**src/rtl/instr_mem_bridge.sv**
```systemverilog
// instr_mem_bridge
//   Connects an OpenRAM-style instruction SRAM (active-low csb/web) to two sources:
//   a host port on the req/gnt side of a tlul_sram_adapter, and a boot programming port.
//   A mode FSM (RUN / DRAIN / PROG) decides which source owns the SRAM. On the way
//   from RUN to PROG it lets in-flight host reads return first.
//   Other features: SRAM read latency set by SramRdLat, error responses for
//   out-of-range accesses, and a counter of words written per programming session.
//   Optional feature: define INSTR_MEM_WLOCK_EN to lock host writes once any
//   programming session has ended. Only rst_ni clears the lock.
module instr_mem_bridge #(
  parameter int unsigned AddrW     = 12,
  parameter int unsigned DataW     = 32,
  parameter int unsigned Depth     = 4096,
  parameter int unsigned SramRdLat = 1
) (
  input  logic              clk_i,
  input  logic              rst_ni,
  input  logic              prog_rst_ni,
  input  logic              host_req_i,
  output logic              host_gnt_o,
  input  logic              host_we_i,
  input  logic [AddrW-1:0]  host_addr_i,
  input  logic [DataW-1:0]  host_wdata_i,
  input  logic [DataW-1:0]  host_wmask_i,
  output logic [DataW-1:0]  host_rdata_o,
  output logic              host_rvalid_o,
  output logic [1:0]        host_rerror_o,
  output logic              host_werr_o,
  input  logic              prog_we_i,
  input  logic [AddrW-1:0]  prog_addr_i,
  input  logic [DataW-1:0]  prog_wdata_i,
  output logic              prog_ready_o,
  output logic [AddrW:0]    prog_cnt_o,
  output logic              sram_csb_o,
  output logic              sram_web_o,
  output logic [AddrW-1:0]  sram_addr_o,
  output logic [DataW-1:0]  sram_wdata_o,
  output logic [DataW/8-1:0] sram_wmask_o,
  input  logic [DataW-1:0]  sram_rdata_i
);

  localparam int unsigned MaskW = DataW / 8;
  localparam int unsigned OutW  = $clog2(SramRdLat + 1);
  localparam logic [AddrW:0] DepthW = (AddrW + 1)'(Depth);
  localparam logic [AddrW:0] CntMax = {1'b1, {AddrW{1'b0}}};

  typedef enum logic [1:0] {
    StRun,
    StDrain,
    StProg
  } state_e;

  state_e state_q, state_d;

  logic [SramRdLat-1:0] rd_vld_q;
  logic [SramRdLat-1:0] rd_oor_q;
  logic [OutW-1:0]      out_q, out_d, out_ret;
  logic                 drained;
  logic [AddrW:0]       prog_cnt_q;
  logic                 werr_q;
  logic                 wr_locked;

  logic                 host_acc;
  logic                 host_in_range;
  logic                 prog_in_range;
  logic                 host_rd_acc;
  logic                 host_wr_err;
  logic                 host_sram;
  logic                 prog_wr;
  logic                 rd_vld_out;
  logic                 rd_oor_out;
  logic [MaskW-1:0]     host_bmask;

  // Host grant and access qualification
  assign host_gnt_o    = (state_q == StRun) & prog_rst_ni;
  assign host_acc      = host_req_i & host_gnt_o;
  assign host_in_range = {1'b0, host_addr_i} < DepthW;
  assign prog_in_range = {1'b0, prog_addr_i} < DepthW;

  assign host_rd_acc = host_acc & ~host_we_i;
  assign host_wr_err = host_acc & host_we_i & (~host_in_range | wr_locked);
  assign host_sram   = host_acc & host_in_range & (~host_we_i | ~wr_locked);
  assign prog_wr     = (state_q == StProg) & prog_we_i & prog_in_range;

`ifdef INSTR_MEM_WLOCK_EN
  logic lock_q;

  // Write lock: set when a programming session ends (PROG -> RUN); only rst_ni clears it
  always_ff @(posedge clk_i or negedge rst_ni) begin
    if (!rst_ni) begin
      lock_q <= 1'b0;
    end else if ((state_q == StProg) && (state_d == StRun)) begin
      lock_q <= 1'b1;
    end
  end

  assign wr_locked = lock_q;
`else
  assign wr_locked = 1'b0;
`endif

  // Collapse the host bit mask into a byte mask: a byte is written if any of its bits is enabled
  always_comb begin
    host_bmask = '0;
    for (int unsigned i = 0; i < MaskW; i++) begin
      host_bmask[i] = |host_wmask_i[8*i +: 8];
    end
  end

  // SRAM port mux; the FSM state guarantees host and prog access never happen together
  always_comb begin
    sram_csb_o   = 1'b1;
    sram_web_o   = 1'b1;
    sram_addr_o  = '0;
    sram_wdata_o = '0;
    sram_wmask_o = '0;
    if (host_sram) begin
      sram_csb_o   = 1'b0;
      sram_web_o   = ~host_we_i;
      sram_addr_o  = host_addr_i;
      sram_wdata_o = host_wdata_i;
      sram_wmask_o = host_bmask;
    end else if (prog_wr) begin
      sram_csb_o   = 1'b0;
      sram_web_o   = 1'b0;
      sram_addr_o  = prog_addr_i;
      sram_wdata_o = prog_wdata_i;
      sram_wmask_o = '1;
    end
  end

  // Read return pipe: one stage per cycle of SRAM latency, tagged with an out-of-range flag
  always_ff @(posedge clk_i or negedge rst_ni) begin
    if (!rst_ni) begin
      rd_vld_q <= '0;
      rd_oor_q <= '0;
    end else begin
      rd_vld_q[0] <= host_rd_acc;
      rd_oor_q[0] <= host_rd_acc & ~host_in_range;
      for (int unsigned i = 1; i < SramRdLat; i++) begin
        rd_vld_q[i] <= rd_vld_q[i-1];
        rd_oor_q[i] <= rd_oor_q[i-1];
      end
    end
  end

  assign rd_vld_out    = rd_vld_q[SramRdLat-1];
  assign rd_oor_out    = rd_oor_q[SramRdLat-1];
  assign host_rvalid_o = rd_vld_out;
  assign host_rdata_o  = (rd_vld_out & ~rd_oor_out) ? sram_rdata_i : '0;
  assign host_rerror_o = {rd_vld_out & rd_oor_out, 1'b0};

  // Outstanding read count: +1 on read accept, -1 on rvalid
  always_comb begin
    out_d = out_q;
    if (host_rd_acc && !rd_vld_out) begin
      out_d = out_q + OutW'(1);
    end else if (!host_rd_acc && rd_vld_out) begin
      out_d = out_q - OutW'(1);
    end
  end

  // Drain test uses the count after this cycle's return, so PROG is entered
  // right after the cycle carrying the last rvalid (no grant exists here, so no accepts)
  assign out_ret = out_q - OutW'(rd_vld_out);
  assign drained = (out_ret == '0);

  // Outstanding counter register
  always_ff @(posedge clk_i or negedge rst_ni) begin
    if (!rst_ni) begin
      out_q <= '0;
    end else begin
      out_q <= out_d;
    end
  end

  // Mode FSM state register
  always_ff @(posedge clk_i or negedge rst_ni) begin
    if (!rst_ni) begin
      state_q <= StRun;
    end else begin
      state_q <= state_d;
    end
  end

  // Mode FSM next state
  always_comb begin
    state_d = state_q;
    unique case (state_q)
      StRun: begin
        if (!prog_rst_ni) begin
          state_d = drained ? StProg : StDrain;
        end
      end
      StDrain: begin
        if (prog_rst_ni) begin
          state_d = StRun;
        end else if (drained) begin
          state_d = StProg;
        end
      end
      StProg: begin
        if (prog_rst_ni) begin
          state_d = StRun;
        end
      end
      default: state_d = StRun;
    endcase
  end

  assign prog_ready_o = (state_q == StProg);

  // Programmed-word counter: cleared when leaving RUN, saturating count of accepted prog writes
  always_ff @(posedge clk_i or negedge rst_ni) begin
    if (!rst_ni) begin
      prog_cnt_q <= '0;
    end else if ((state_q == StRun) && (state_d != StRun)) begin
      prog_cnt_q <= '0;
    end else if (prog_wr && (prog_cnt_q != CntMax)) begin
      prog_cnt_q <= prog_cnt_q + 1'b1;
    end
  end

  assign prog_cnt_o = prog_cnt_q;

  // Write-refused pulse, one cycle after the refused host write
  always_ff @(posedge clk_i or negedge rst_ni) begin
    if (!rst_ni) begin
      werr_q <= 1'b0;
    end else begin
      werr_q <= host_wr_err;
    end
  end

  assign host_werr_o = werr_q;

endmodule

```
**config.mk**
```make
export PLATFORM = sky130hd
export DESIGN_NAME = instr_mem_bridge
export DESIGN_NICKNAME = d
export VERILOG_FILES = /design/src/rtl/instr_mem_bridge.sv
export SDC_FILE = /design/constraint.sdc
export NUM_CORES = 1
export LEC_CHECK = 0
export CAP_MARGIN = 30
export CELL_PAD_IN_SITES_DETAIL_PLACEMENT = 1
export CELL_PAD_IN_SITES_GLOBAL_PLACEMENT = 1
export CORE_ASPECT_RATIO = 2
export CORE_UTILIZATION = 13
export DETAILED_ROUTE_END_ITERATION = 10
export PLACE_DENSITY = 0.9
export SYNTH_ARGS = -nofsm -noshare
export SYNTH_HDL_FRONTEND = slang
export SYNTH_SLANG_ARGS = --single-unit
```
**constraint.sdc**
```tcl
create_clock -name clk_i -period 2.3 [get_ports clk_i]
set_clock_uncertainty 0.15 [all_clocks]
set_input_delay 0.69 -clock clk_i [delete_from_list [all_inputs] [get_ports clk_i]]
set_output_delay 0.69 -clock clk_i [all_outputs]
set_load 0.02 [all_outputs]
```
==> results.md <==
- Final hold vios: 0
- H-tree depth: 1
- Total die area: 13300 sq um
- Data required time of the critical path: 1460 ps
- EDFF count, synth: 0
- Type of the worst min-delay path: flop to flop
- DRT antenna net count: 0
- Synthesized area: 1670 sq um
- Yosys warns: 0
- Routability cong.: 0.805
- Unrepaired setup endpoints after global routing: yes
- Post-route minimum period: 2670 ps
- Initial Utilization: 13.3%
- P_leak: 2.55 nW
- Commonest non-fill, non-tap cell in the layout: clkdlybuf4s50_1
- Synth cell types: 36
- Routed vias/inst: 4.54
- Worst vdd ir: 0.000548 V
- Layout Cells excl Fill: 642
- Data arrival time of the worst path: 1830 ps
- CP cell instances: buf_6, nor3b_4, and2_4, buf_12, buf_12, buf_16, a22o_4, buf_6
- Yosys reg bits: 17
- GRT overflow: 0
- Drt pass-1 iters: 4
- Hold buffer count at cts: 0
- CP Capture Type: output pin
- Max-Cap Viols: 0
- Placed insts: 609
- Seq/Total Area, Yosys: 25.5%
- Relative slew slack: 61.5%
- Slew Limit Fails: 0
- CTS tree: built
- Die Y: 162 um
- Share of cells above drive strength 1: 42.0%
- WS Path Type: input port to output pin
- Area Growth Syn to Fin: 232%
- Dpl hpwl: 10600 um
- Synth top area cells: dfrtp_1 26%, a22o_1 23%, and2_1 13%
- Layout Utilization: 44.1%
- Fmax: 374 MHz
- Horiz. Die Dim: 82.1 um
- Number of global-route vias before repair: 3251
- DR iter-0 viols: 79
- Largest net degree at the start of global routing: 34
- CP Buf/Inv Count: 5
- Final net count: 652
- Synth area leader: dfrtp_1
- Slack of the critical path: -371 ps
- Initial antenna violation count: 1
- Clk sink count: 17
- Worst hold slack: 485 ps
- Clock Tree Buf Depth: 2
- Crit-path max FO: 5
- Status: finished with violations
- CP max stage delay: 220 ps
- I/O pin cnt: 259
- Core Region: 12600 sq um
- Top-area cell type share of the netlist area: 25.5%
- Final Cycle Share: 116%
- Vias: 2914
- Asr flop ratio synth: 100%
- Total CTS buffers: 3
- Count of final setup violators: 50
- Cell Pwr Density: 606 nW/um^2
- Failing checks: negative setup slack
- Slowest CP cell: a22o_4
- Syn Inst Count: 200
- Fill count: 1370
- # DRC: 0
- Least-Margin Pin Slew: 570 ps
- Main synth FF type: dfrtp_1
- WL/cell: 21.7 um
- Global-route wire length before repair: 18900 um
- Num rows: 58
- Commonest cells after routing, fill and taps aside: 134 x clkdlybuf4s50_1, 61 x buf_6, 44 x a22o_4, 33 x buf_4, 30 x and2_1
- Worst skew pair latency: 250 ps
- Crit path max-delay family: buffers and inverters
- GRT Util Overall: 19.6%
- Post-route setup TNS: -14360 ps
- Setup crit start kind: input port
- CTS Root Cell: clkbuf_16
- Clk pin slew, worst setup/hold paths: 50 ps
- PortBufs: 255
- Syn_area_per_cell: 8.33 sq um
- Final WL: 14000 um
[worst min-delay path: cells and delay by family, from the launching register on]
| family | cells | cell delay [ps] |
|---|---|---|
| xor gates and xnor gates | 1 | 100 |
| DFF | 1 | 420 |
| and+or+nand+nor | 1 | 70 |
[layout make-up]
cell class | count | area (sq um) | area share (%)
Tap cell | 150 | 188 | 3.39
Multi-Input combinational cell | 160 | 1630 | 29.4
Timing Repair Buffer | 305 | 3190 | 57.7
Sequential cell | 17 | 427 | 7.71
Inverter | 5 | 18.8 | 0.339
Antenna cell | 1 | 2.50 | 0.0452
Clock inverter | 1 | 5.00 | 0.0905
Clock buffer | 3 | 75.1 | 1.36
[registers in the layout, summed over array words and instances, names as in the netlist]
signal         flops
host_rvalid_o      1
out_q              1
prog_cnt_o        13
state_q            2
[where the power goes]
part	switching, W	internal [W]
Sequential	0.0000380	0.000337
Clock	0.000116	0.000233
Combinational	0.00111	0.00152
[per-layer routing]
| layer | vias up | wire, um | GRT usage [%] | share of wire [%] |
|---|---|---|---|---|
| met5 | - | 0 | 0 | 0 |
| met4 | 0 | 470 | 6.62 | 3.4 |
| met3 | 26 | 1550 | 6.46 | 11 |
| met2 | 186 | 7750 | 38.7 | 56 |
| met1 | 1379 | 4180 | 17.4 | 30 |
| li1 | 1323 | - | - | - |
[stage by stage]
stage | setup WS (ps) | total power (W) | cell area [sq um]
5_1_grt | -405 | 0.00350 | 5530
2_1_floorplan | -142 | 0.00149 | 2170
3_3_place_gp | -1100 | 0.00246 | 4940
6_report | -371 | 0.00335 | 5530
4_1_cts | -382 | 0.00333 | 5450
3_5_place_dp | -1160 | 0.00252 | 4940
[cells by family (layout without fill, tap and decap cells)]
logic type      count (synthesis)  after routing  share of synthesized area (%)
simple gates                   85             85                           31.2
mux                             1              1                          0.601
flops                          17             17                           25.5
buf+inv                        25            314                           6.98
other cells                     1              4                          0.225
xor+xnor                        9              9                           4.73
fa+ha+maj                       2              2                           1.50
compound gates                 60             60                           29.3
[synthesized netlist by cell type, types with 2 or more instances]
| library cell | count |
|---|---|
| a22o_1 | 44 |
| and2_1 | 34 |
| dfrtp_1 | 17 |
| clkbuf_1 | 10 |
| nand2_1 | 9 |
| nor4_1 | 9 |
| nor2_1 | 8 |
| a21oi_1 | 6 |
| buf_2 | 5 |
| inv_1 | 5 |
| xor2_1 | 5 |
| a21o_1 | 4 |
| buf_4 | 4 |
| nand3_1 | 4 |
| xnor2_1 | 4 |
| nor3_1 | 3 |
| ha_1 | 2 |
| nand2b_1 | 2 |
| nand4_1 | 2 |
| nor2b_1 | 2 |
| nor4b_1 | 2 |
| o21ai_0 | 2 |
| o31ai_1 | 2 |
| or3_2 | 2 |
| or4_1 | 2 |
[path summary, 6_finish.rpt]
path | endpoint | depth (start not counted) | slack [ps] | startpoint
setup / recovery | sram_wdata_o[0] | 8 | -370 | prog_rst_ni
hold / removal | prog_cnt_o[0] | 2 | 490 | prog_cnt_o[0]
setup reg to reg | prog_cnt_o[11] | 6 | 190 | state_q[0]
hold reg to reg | prog_cnt_o[0] | 2 | 490 | prog_cnt_o[0]
max in group asynchronous | prog_cnt_o[6] | 2 | 1170 | rst_ni
min in group asynchronous | prog_cnt_o[7] | 2 | 620 | rst_ni
[what timing repair did]
item	CTS	global route
gates cloned	7	1
endpoints found under the hold margin	0	0
resized for setup	467	29
setup endpoints to repair	87	64
setup buffers	19	4
pin swaps	23	10
Note: power is estimated with default switching activity, not from simulation.
